<file path="src/rtl/tama_event_arbiter.sv">
// -----------------------------------------------------------------------------
// tama_event_arbiter
//
// Serializes the four debounced pet stimulus sources (heal, feed, play,
// energy) into one event stream for tamagotchi_fsm. Each request pulse is
// latched as a pending flag. One event at a time is presented with a
// valid/ack handshake. A grant only starts while the LCD controller reports
// idle. After every completed or timed-out grant, a cooldown period runs
// before the next grant can start.
//
// Configuration macro:
//   TAMA_ARB_FIXED_PRIO_EN  defined   -> fixed priority, heal (bit0) highest
//                           undefined -> round-robin (default)
//
// Parameters:
//   COOLDOWN     idle cycles after each grant ends (>= 1)
//   ACK_TIMEOUT  cycles evt_valid waits for evt_ack before the event is dropped (>= 1)
//   CNT_W        width of the shared cooldown/timeout counter
//
// Ports:
//   clk          system clock
//   rst          asynchronous, active-low reset
//   req[3:0]     single-cycle request pulses (0 heal, 1 feed, 2 play, 3 energy)
//   lcd_ready_i  LCD controller idle; grants start only while high
//   evt_ack      consumer accepts the presented event
//   evt_valid    event presented
//   evt_id[1:0]  index of the presented event, stable while evt_valid
//   pending[3:0] latched requests that have not been granted yet
//   timeout_o    one-cycle pulse when a grant is dropped on timeout
//   drop_cnt     saturating count of requests that arrived while already pending
// -----------------------------------------------------------------------------
module tama_event_arbiter #(
    parameter int COOLDOWN    = 25_000_000,
    parameter int ACK_TIMEOUT = 1_000_000,
    parameter int CNT_W       = 25
) (
    input  logic       clk,
    input  logic       rst,
    input  logic [3:0] req,
    input  logic       lcd_ready_i,
    input  logic       evt_ack,
    output logic       evt_valid,
    output logic [1:0] evt_id,
    output logic [3:0] pending,
    output logic       timeout_o,
    output logic [7:0] drop_cnt
);

    localparam logic [CNT_W-1:0] ACK_LOAD  = CNT_W'(ACK_TIMEOUT - 1);
    localparam logic [CNT_W-1:0] COOL_LOAD = CNT_W'(COOLDOWN - 1);

    typedef enum logic [1:0] {
        ST_IDLE  = 2'd0,
        ST_GRANT = 2'd1,
        ST_COOL  = 2'd2
    } state_t;

    state_t           state_q;
    logic             evt_valid_q;
    logic [1:0]       evt_id_q;
    logic [3:0]       pending_q;
    logic             timeout_q;
    logic [7:0]       drop_cnt_q;
    logic [CNT_W-1:0] cnt_q;
    logic [1:0]       rr_ptr;

`ifdef TAMA_ARB_FIXED_PRIO_EN
    // Fixed priority: the scan always starts at heal (bit0).
    assign rr_ptr = 2'd0;
`else
    logic [1:0] rr_ptr_q;
    assign rr_ptr = rr_ptr_q;
`endif

    // The current grant finishes this cycle, either accepted or timed out.
    logic grant_done;
    assign grant_done = (state_q == ST_GRANT) && (evt_ack || (cnt_q == '0));

    logic [3:0] clear_vec;
    logic [3:0] drop_vec;

    genvar gi;
    generate
        for (gi = 0; gi < 4; gi++) begin : g_bit
            assign clear_vec[gi] = grant_done && (evt_id_q == 2'(gi));
            // A request for a flag being cleared this cycle re-arms it instead
            // of counting as a drop.
            assign drop_vec[gi]  = req[gi] && pending_q[gi] && !clear_vec[gi];
        end
    endgenerate

    logic [3:0] pending_d;
    assign pending_d = (pending_q & ~clear_vec) | req;

    // Saturating drop counter: several drops in one cycle add together.
    logic [2:0] drop_sum;
    logic [8:0] drop_total;
    logic [7:0] drop_cnt_d;
    assign drop_sum   = {2'b00, drop_vec[0]} + {2'b00, drop_vec[1]}
                      + {2'b00, drop_vec[2]} + {2'b00, drop_vec[3]};
    assign drop_total = {1'b0, drop_cnt_q} + {6'b000000, drop_sum};
    assign drop_cnt_d = drop_total[8] ? 8'hFF : drop_total[7:0];

    // Round-robin winner: rotate pending so the pointer lands at bit0, take
    // the lowest set bit, then rotate the offset back.
    logic [7:0] pend_dbl;
    logic [3:0] pend_rot;
    logic [1:0] win_off;
    logic [1:0] win_id;
    assign pend_dbl = {pending_q, pending_q};
    assign pend_rot = pend_dbl[rr_ptr +: 4];

    always_comb begin
        win_off = 2'd3;
        if (pend_rot[0]) begin
            win_off = 2'd0;
        end else if (pend_rot[1]) begin
            win_off = 2'd1;
        end else if (pend_rot[2]) begin
            win_off = 2'd2;
        end
    end

    assign win_id = rr_ptr + win_off;

    always_ff @(posedge clk or negedge rst) begin
        if (!rst) begin
            state_q     <= ST_IDLE;
            evt_valid_q <= 1'b0;
            evt_id_q    <= 2'd0;
            pending_q   <= 4'd0;
            timeout_q   <= 1'b0;
            drop_cnt_q  <= 8'd0;
            cnt_q       <= '0;
`ifndef TAMA_ARB_FIXED_PRIO_EN
            rr_ptr_q    <= 2'd0;
`endif
        end else begin
            pending_q  <= pending_d;
            drop_cnt_q <= drop_cnt_d;
            timeout_q  <= 1'b0;
            case (state_q)
                ST_IDLE: begin
                    if ((pending_q != 4'd0) && lcd_ready_i) begin
                        evt_id_q    <= win_id;
                        evt_valid_q <= 1'b1;
                        cnt_q       <= ACK_LOAD;
                        state_q     <= ST_GRANT;
                    end
                end
                ST_GRANT: begin
                    if (grant_done) begin
                        evt_valid_q <= 1'b0;
                        cnt_q       <= COOL_LOAD;
                        state_q     <= ST_COOL;
                        // An ack on the final cycle still counts as accepted.
                        timeout_q   <= !evt_ack;
`ifndef TAMA_ARB_FIXED_PRIO_EN
                        rr_ptr_q    <= evt_id_q + 2'd1;
`endif
                    end else begin
                        cnt_q <= cnt_q - CNT_W'(1);
                    end
                end
                ST_COOL: begin
                    if (cnt_q == '0) begin
                        state_q <= ST_IDLE;
                    end else begin
                        cnt_q <= cnt_q - CNT_W'(1);
                    end
                end
                default: begin
                    state_q <= ST_IDLE;
                end
            endcase
        end
    end

    assign evt_valid = evt_valid_q;
    assign evt_id    = evt_id_q;
    assign pending   = pending_q;
    assign timeout_o = timeout_q;
    assign drop_cnt  = drop_cnt_q;

endmodule

</file>
<file path="config.mk">
export PLATFORM = sky130hd
export DESIGN_NAME = tama_event_arbiter
export DESIGN_NICKNAME = d
export VERILOG_FILES = /design/src/rtl/tama_event_arbiter.sv
export SDC_FILE = /design/constraint.sdc
export NUM_CORES = 1
export LEC_CHECK = 0
export CAP_MARGIN = 20
export CELL_PAD_IN_SITES_DETAIL_PLACEMENT = 1
export CELL_PAD_IN_SITES_GLOBAL_PLACEMENT = 1
export CORE_UTILIZATION = 48
export CTS_BUF_LIST = sky130_fd_sc_hd__clkbuf_4 sky130_fd_sc_hd__clkbuf_8 sky130_fd_sc_hd__clkbuf_16
export DETAILED_ROUTE_END_ITERATION = 6
export GPL_TIMING_DRIVEN = 0
export PLACE_DENSITY = 0.81
export SETUP_SLACK_MARGIN = 0.1
export SYNTH_ARGS = -nofsm -noshare
export SYNTH_HDL_FRONTEND = slang
export SYNTH_SLANG_ARGS = --single-unit
</file>
<file path="constraint.sdc">
create_clock -name clk -period 9.8 [get_ports clk]
set_input_delay 2.94 -clock clk [delete_from_list [all_inputs] [get_ports clk]]
set_output_delay 2.94 -clock clk [all_outputs]
set_load 0.005 [all_outputs]
</file>
Word level (Yosys, flattened, before mapping)
Index checks and enable logic that the tools add are counted.
{"block": "word_totals", "ff_bits": 45, "in_bits": 8, "out_inout_bits": 16, "wordCells": 76}
{"block": "classes", "addsub": 7, "eq_ne": 9, "shift": 1, "muxes": 17, "n_bitwise": 3, "n_reduce_logical": 31}
{"operator": "2-to-1 mux 25 bit", "count": 3}
{"operator": "one-hot mux 25 bit (3 select lines)", "count": 1}
{"operator": "logical NOT 25 bit", "count": 1}
{"operator": "subtractor 25 x 1 -> 25 bit (second input constant)", "count": 1}
{"operator": "logical AND 1 bit", "count": 14}
{"operator": "2-to-1 mux 2 bit", "count": 5}
{"operator": "adder 8 x 3 -> 9 bit", "count": 1}
{"operator": "AND reduction 3 bit", "count": 3}
{"operator": "2-to-1 mux 8 bit", "count": 1}
{"operator": "inequality test 2 bit (second input constant)", "count": 4}
{"operator": "variable part select 8 x 3 -> 3 bit", "count": 1}
{"operator": "equality test 2 bit (second input constant)", "count": 3}
{"operator": "one-hot mux 2 bit (3 select lines)", "count": 1}
{"operator": "logical NOT 1 bit", "count": 5}
{"operator": "2-to-1 mux 1 bit", "count": 5}
{"operator": "bitwise AND 4 bit", "count": 1}
{"operator": "equality test 2 x 1 -> 1 bit (second input constant)", "count": 2}
{"operator": "logical NOT 2 bit", "count": 2}
{"operator": "inverter 4 bit", "count": 1}
{"operator": "bitwise OR 4 bit", "count": 1}
{"operator": "AND reduction 2 bit", "count": 2}
{"operator": "nonzero test 4 bit", "count": 1}
{"operator": "adder 2 x 1 -> 3 bit", "count": 1}
{"operator": "adder 3 x 1 -> 3 bit", "count": 1}
{"operator": "other kinds (7)", "count": 7}

Depth between registers and ports, before layout
Gate-level depths: netlist of the first run.
{"block": "depth", "depth_word": 11, "mapped_depth": 16, "mapped_depth_nobuf": 14}

Worst setup path after synthesis of the first run
OpenSTA, ideal clock, no wires.
{"block": "synth_path", "path_type": "input port to flip-flop", "from": "input evt_ack", "to": "register drop_cnt_q[3] (netlist: drop_cnt[3])", "setup_time_ns": 0.134, "arrival_ns": 5.003, "required_time_ns": 9.666, "setup_slack_ns": 4.664, "cell_stages": 11, "n_path_buf": 1, "path_cell_list": "a21o_1 -> buf_6 -> nand3_1 -> nand3_1 -> fa_1 -> fa_1 -> inv_1 -> fa_1 -> and2_1 -> nand3_1 -> o21ai_0"}
{"block": "synth_via", "elab_chain_cells": 10, "word_cells_on_any_way": 19, "classes_between": "4 x add/sub; 1 x mux; 14 x reduce/logical"}
{"item": "from (decl)", "line": "41", "source": "input logic evt_ack,"}
{"item": "logical OR 1 bit *", "line": "77", "source": "assign grant_done = (state_q == ST_GRANT) && (evt_ack || (cnt_q == '0));"}
{"item": "logical AND 1 bit *", "line": "77"}
{"item": "logical AND 1 bit", "line": "85", "source": "assign clear_vec[gi] = grant_done && (evt_id_q == 2'(gi));"}
{"item": "logical NOT 1 bit", "line": "88", "source": "assign drop_vec[gi] = req[gi] && pending_q[gi] && !clear_vec[gi];"}
{"item": "logical AND 1 bit", "line": "88"}
{"item": "adder 1 x 1 -> 2 bit", "line": "99", "source": "assign drop_sum = {2'b00, drop_vec[0]} + {2'b00, drop_vec[1]}"}
{"item": "adder 2 x 1 -> 3 bit", "line": "100", "source": "+ {2'b00, drop_vec[2]} + {2'b00, drop_vec[3]};"}
{"item": "adder 3 x 1 -> 3 bit *", "line": "100"}
{"item": "adder 8 x 3 -> 9 bit *", "line": "101", "source": "assign drop_total = {1'b0, drop_cnt_q} + {6'b000000, drop_sum};"}
{"item": "2-to-1 mux 8 bit *", "line": "102", "source": "assign drop_cnt_d = drop_total[8] ? 8'hFF : drop_total[7:0];"}
{"item": "via drop_cnt_d[3]", "line": "98", "source": "logic [7:0] drop_cnt_d;"}
{"item": "to (signal assigned)", "line": "140", "source": "drop_cnt_q <= drop_cnt_d;"}
{"item": "to (decl)", "line": "63", "source": "logic [7:0] drop_cnt_q;"}
Mark *: on every way through the listed nets, which the timed path passes. The rest lies on a longest branch.
A chain may end at the register's enable or synchronous reset.

Final worst setup path of the first run
{"block": "layout_path", "from": "input evt_ack", "to": "register drop_cnt_q[1] (netlist: drop_cnt[1])"}
Same word-level chain as after synthesis.

==> impl_metrics.tcl, run 1 <==
set metrics [dict create \
    htree_levels 2 \
    cp-start-kind "input pin" \
    ant_nets 0 \
    synth-edff-count 0 \
    io_pins 24 \
    synth_flop_cell "dfrtp_1" \
    finalSetupTns_ns 0 \
    ys_warn_count 0 \
    die_h_um 81.0 \
    wire_per_inst_um 19.9 \
    initialDrtViolationCount 174 \
    place_congestion 0.855 \
    cap_violations 0 \
    hold_buffers 0 \
    synthTopCellsByArea "dfrtp_1 38%, nand3_1 4.3%, ha_1 4.2%" \
    start_util_pct 50.3 \
    diodes 0 \
    hold_depth 1 \
    fin_ws_ns 4.09 \
    grt_use_total_pct 29.0 \
    worst_r2r_path_depth 16 \
    firstDrtPassIters 5 \
    skew_ns 0.0101 \
    vdd_drop_max_mv 0.184 \
    p_leak_nw 1.40 \
    hold_path.class "reg -> reg" \
    syn_avg_cell_area_sq_um 9.22 \
    grt_max_degree 29 \
    slowest_stage "clkdlybuf4s50_1" \
    critical_path_class "in -> reg" \
    cts_made_buffers 5 \
    layout.area.seq_sq_mm 0.00113 \
    run_status "finished clean" \
    grt-ovfl-total 0 \
    coreArea_sq_mm 0.00596 \
    cts.clk_slew.worst_paths_ns 0.09 \
    synth_cell_type_count 65 \
    nets 377 \
    endpoint_kind "flop" \
    via_count 2732 \
    cts_buffer_depth 2 \
    root_buffer "clkbuf_8" \
    power.density_mw_per_mm2 339 \
    hpwl_um 6300 \
    slew_headroom_pct 47.5 \
    grt_setup_unrepaired "no" \
    routed_via_density 6.32 \
    crit_required_ns 10.03 \
    nFillCells 711 \
    yosysTopAreaCell "dfrtp_1" \
    syn_inst 325 \
    crit_family "adder cells" \
    clock_sinks 45 \
    cts_tree "built" \
    die-area_sq_mm 0.00656 \
    period_minus_slack_ns 5.71 \
    port_buffers 23 \
    pre_cts_slack_ns 3.80 \
    cts_setup_buffers 0 \
    cpPeakStageDelay_ns 0.55 \
    syn_area_sq_mm 0.00300 \
    setup_viol 0 \
    cp_cell_sequence "clkdlybuf4s50_1 -> a21o_1 -> buf_6 -> nand3_1 -> nand3_1 -> fa_1 -> fa_1 -> inv_1 -> fa_1 -> and2_1 -> nand3_1 -> nand2b_1" \
    layout.cells.most_common "dfrtp_1" \
    cp_max_fo 9 \
    wirelength_um 8600 \
    drc_errors 0 \
    max_freq_mhz 175 \
    grt_pass1_wl_um 14200 \
    synth_nets 346 \
    worst-path-buf-inv 3 \
    timing.final.crit_share_pct 58.2 \
    fp.dieW_um 81.0 \
    ys_ff_latch 45 \
    worstMarginPinSlew_ns 0.782 \
    multi_input_area_sq_mm 0.00171 \
    synth-seq-area-share_pct 37.6 \
    final_util_pct 57.5 \
    cts_resized 0 \
    cp_data_arrival_time_ns 5.94 \
    hold_violations 0 \
    area_growth_pct 14.4 \
    cp.depth 12 \
    synthArstFlopShare_pct 100 \
    finalMaxSlewViolations 0 \
    layout-drive-gt1-share_pct 10.6 \
    insertion_delay_ns 0.31 \
    layout_common_cells "45 x dfrtp_1, 26 x nand3_1, 22 x nor2_1, 22 x clkdlybuf4s50_1, 18 x a21oi_1" \
    row_count 28 \
    synth_top_area_share_pct 37.6 \
    antenna_found_initial 0 \
    grt_pass1_vias 2665 \
]
==> state kept, by name (all words and copies together) (netlist names) <==
name	flops
timeout_o	1
rr_ptr	2
pending	4
state_q	2
drop_cnt	8
evt_id	2
evt_valid	1
cnt_q	25
==> final timing paths <==
check,slack [ns],startpoint,endpoint
max,4.09,evt_ack,drop_cnt[1]
min,0.52,evt_valid,evt_valid
max reg2reg,5.51,cnt_q[0],drop_cnt[1]
min reg2reg,0.52,evt_valid,evt_valid
min in group asynchronous,2.56,rst,cnt_q[2]
max in group asynchronous,6.72,rst,pending[2]
==> logic make-up (layout without fill, tap and decap cells) <==
group,count (synthesis),count (layout),share of synthesized area [%]
compound gates,108,108,25.7
buf+inv,33,65,5.22
fa+ha+maj,13,13,6.18
xor+xnor,4,4,1.17
mux,5,5,2.09
simple gates,117,117,22.1
flops,45,45,37.6
==> Yosys cell counts, drive strengths merged, types with 2 or more instances <==
| master | instances |
|---|---|
| nand2 | 18 |
| fa | 3 |
| nand4 | 5 |
| a21oi | 18 |
| a21o | 6 |
| dfrtp | 45 |
| and2 | 3 |
| and3 | 2 |
| a21boi | 2 |
| a32o | 3 |
| nor4 | 8 |
| o211ai | 9 |
| ha | 10 |
| mux2 | 4 |
| nand3 | 27 |
| a22o | 4 |
| o31ai | 9 |
| or4 | 3 |
| o41ai | 5 |
| o21a | 2 |
| clkbuf | 9 |
| or3 | 3 |
| nand2b | 4 |
| xor2 | 2 |
| o2bb2ai | 13 |
| o21ai | 19 |
| nor2b | 5 |
| a211oi | 2 |
| buf | 12 |
| xnor2 | 2 |
| inv | 12 |
| nor3 | 10 |
| a31oi | 5 |
| nor2 | 22 |
==> metrics by stage <==
step	cell area, sq um	power [mW]	hold slack (ns)	cells
final	3430	1.16	0.524	432
after CTS	3430	1.15	0.525	432
after detailed placement	3330	1.02	0.504	424
after global routing	3430	1.25	0.555	432
after global placement	3320	1.00	0.503	423
after floorplan	3000	0.800	0.476	325
==> where the power goes <==
group / total [mW] / leakage, nW / switching [mW] / internal [mW]
logic: 0.685 / 0.818 / 0.394 / 0.291
registers: 0.351 / 0.540 / 0.0908 / 0.261
clock network: 0.124 / 0.0453 / 0.0674 / 0.0562
total: 1.16 / 1.40 / 0.552 / 0.607
==> area by class of cell <==
class	instances	share of cell area, %
inverter	12	1.31
clock buffer	7	2.45
clock inverter	1	0.219
sequential	45	32.9
timing repair buffer	24	7.16
buffer	21	3.25
tap	75	2.74
multi-input combinational	247	50.0
==> routing by layer <==
metal / GRT usage [%] / vias to the layer above / share of wire (%)
met5: 0 / - / 0
met4: 5.36 / 0 / 1.1
met3: 6.07 / 13 / 5.7
met2: 45.9 / 82 / 46
met1: 41.0 / 1344 / 47
li1: - / 1293 / -
Note: power is estimated with default switching activity, not from simulation.
==> run 2: changes to the inputs <==
--- a/config.mk
+++ b/config.mk
@@ -8,11 +8,11 @@
 export CAP_MARGIN = 20
 export CELL_PAD_IN_SITES_DETAIL_PLACEMENT = 1
 export CELL_PAD_IN_SITES_GLOBAL_PLACEMENT = 1
-export CORE_UTILIZATION = 48
+export CORE_UTILIZATION = 41
 export CTS_BUF_LIST = sky130_fd_sc_hd__clkbuf_4 sky130_fd_sc_hd__clkbuf_8 sky130_fd_sc_hd__clkbuf_16
 export DETAILED_ROUTE_END_ITERATION = 6
 export GPL_TIMING_DRIVEN = 0
-export PLACE_DENSITY = 0.81
+export PLACE_DENSITY = 0.73
 export SETUP_SLACK_MARGIN = 0.1
 export SYNTH_ARGS = -nofsm -noshare
 export SYNTH_HDL_FRONTEND = slang
==> constraint.sdc (replaced) <==
create_clock -name clk -period 4.9 [get_ports clk]
set_input_delay 1.47 -clock clk [delete_from_list [all_inputs] [get_ports clk]]
set_output_delay 1.47 -clock clk [all_outputs]
set_load 0.005 [all_outputs]
==> run 2 against run 1 <==
- worst setup slack worse by 3.4 ns
- sequential cell count is the same
- clock skew down 0.0010 ns
- first-iteration DRC count shrank 17%
- register-to-register slack worse by 4.8 ns
- clock power is 150% higher
- combinational power rose by 100%
- power grew 110%
- non-clock buffer count is the same
- die area increased by 17%
- global-route usage fell by 3.4 points
- critical endpoint is now drop_cnt[3]
==> impl_metrics.tcl, run 2 (synthesis results as in run 1) <==
set metrics [dict create \
    run_status "finished clean" \
    wirelength_um 9100 \
    nets 377 \
    io_pins 24 \
    hold_violations 0 \
    root_buffer "clkbuf_8" \
    layout.cells.most_common "dfrtp_1" \
    grt_setup_unrepaired "no" \
    wire_per_inst_um 20.1 \
    fin_ws_ns 0.689 \
    cts.clk_slew.worst_paths_ns 0.09 \
    cpPeakStageDelay_ns 0.55 \
    via_count 2764 \
    critical_path_class "in -> reg" \
    worst-path-buf-inv 3 \
    slowest_stage "clkdlybuf4s50_1" \
    worst_r2r_path_depth 16 \
    timing.final.crit_share_pct 85.9 \
    worstMarginPinSlew_ns 0.844 \
    setup_viol 0 \
    coreArea_sq_mm 0.00691 \
    design_area_sq_mm 0.00348 \
    p_leak_nw 1.42 \
    dp_cells 445 \
    crit_required_ns 5.13 \
    grt_pass1_vias 2785 \
    antenna_found_initial 0 \
    skew_ns 0.00906 \
    period_minus_slack_ns 4.21 \
    min_to "cnt_q[9]" \
    grt-ovfl-total 0 \
    stdcell_count 453 \
    layout_common_cells "45 x dfrtp_1, 26 x nand3_1, 22 x nor2_1, 22 x clkdlybuf4s50_1, 18 x a21oi_1" \
    grt_pass1_wl_um 14900 \
    grt_use_total_pct 25.6 \
    r2r_start "cnt_q[0]" \
    place_area_sq_mm 0.00336 \
    cts_buffer_depth 2 \
    cts_resized 0 \
    r2r_slack_ns 0.69 \
    largest_register "cnt_q" \
    cp_max_fo 9 \
    power.density_mw_per_mm2 685 \
    cp-start-kind "input pin" \
    slew_headroom_pct 43.3 \
    crit_family "adder cells" \
    min_from "cnt_q[9]" \
    port_buffers 23 \
    area_growth_pct 16.2 \
    hold_depth 1 \
    die_h_um 87.5 \
    max_freq_mhz 237 \
    routed_via_density 6.10 \
    insertion_delay_ns 0.31 \
    cp_cell_sequence "clkdlybuf4s50_1 -> a21o_1 -> buf_6 -> nand3_1 -> nand3_1 -> fa_1 -> fa_1 -> inv_1 -> fa_1 -> and2_1 -> nand3_1 -> o21ai_0" \
    finalSetupTns_ns 0 \
    holdWs_ns 0.531 \
    die-area_sq_mm 0.00765 \
    largest_register_ffs 25 \
    hold_buffers 0 \
    layout-drive-gt1-share_pct 10.6 \
    ant_nets 0 \
    cts_tree "built" \
    drc_errors 0 \
    reg2reg_to "drop_cnt[3]" \
    diodes 0 \
    vdd_drop_max_mv 0.266 \
    fp.dieW_um 87.5 \
    cts_setup_buffers 0 \
    place_congestion 0.873 \
    grt_max_degree 29 \
    htree_levels 2 \
    initialDrtViolationCount 145 \
    hold_path.class "reg -> reg" \
    cts_made_buffers 5 \
    endpoint_kind "flop" \
    clock_sinks 45 \
    hpwl_um 6610 \
    start_util_pct 43.4 \
    cp_data_arrival_time_ns 4.44 \
    finalMaxSlewViolations 0 \
    firstDrtPassIters 4 \
    pre_cts_slack_ns 0.331 \
    cap_violations 0 \
    row_count 30 \
]
[run 2: routing by layer]
metal | wire length (um) | vias to the layer above | track usage [%] | part of all wire [%]
li1 | - | 1294 | - | -
met1 | 4140 | 1388 | 36.2 | 45
met2 | 4350 | 71 | 41.0 | 48
met3 | 498 | 11 | 3.41 | 5.5
met4 | 121 | 0 | 7.30 | 1.3
met5 | 0 | - | 0 | 0
[run 2: cell type report]
class / count / area, sq um
fillers: 839 / 3430
repair buffers: 24 / 245
plain buffers: 21 / 111
multi-input cells: 247 / 1710
clock buffers: 7 / 90.1
flip-flops and latches: 45 / 1130
clock inverters: 1 / 30.0
inverters: 12 / 45.0
well taps: 96 / 120
[run 2: through the flow]
step / power (mW) / util, %
after floorplan: 1.60 / -
after global placement: 2.01 / 48.4
after detailed placement: 2.07 / 48.7
after CTS: 2.39 / 50.4
after global routing: 2.58 / 50.4
final: 2.39 / 50.4
[run 2: how the worst max path moves through the flow]
stage	cells past startpoint	start	end
final	12	evt_ack	drop_cnt[3]
after CTS	12	evt_ack	drop_cnt[3]
after global placement	12	evt_ack	drop_cnt[3]
after global routing	16	cnt_q[0]	drop_cnt[3]
after detailed placement	12	evt_ack	drop_cnt[3]
after floorplan	11	evt_ack	drop_cnt[3]
[run 2: power breakdown]
part,total (mW),switching [mW],internal (mW)
logic,1.37,0.795,0.579
clock network,0.309,0.137,0.172
registers,0.703,0.182,0.521
[run 2: worst reg2reg max path: stages, from the launching register on]
cell	delay (ns)
dfrtp_1	0.41
inv_1	0.09
ha_1	0.19
nor4b_2	0.63
and4b_1	0.30
buf_2	0.18
a21o_1	0.15
buf_6	0.15
nand3_1	0.11
nand3_1	0.16
fa_1	0.45
fa_1	0.42
inv_1	0.09
fa_1	0.25
and2_1	0.18
nand3_1	0.22
o21ai_0	0.14
==> run 3: changes to the inputs <==
--- a/config.mk
+++ b/config.mk
@@ -17,3 +17,4 @@
 export SYNTH_ARGS = -nofsm -noshare
 export SYNTH_HDL_FRONTEND = slang
 export SYNTH_SLANG_ARGS = --single-unit
+export TNS_END_PERCENT = 5
==> results of run 3 <==
No change in the layout: final DEF, timing and power equal those of run 2.
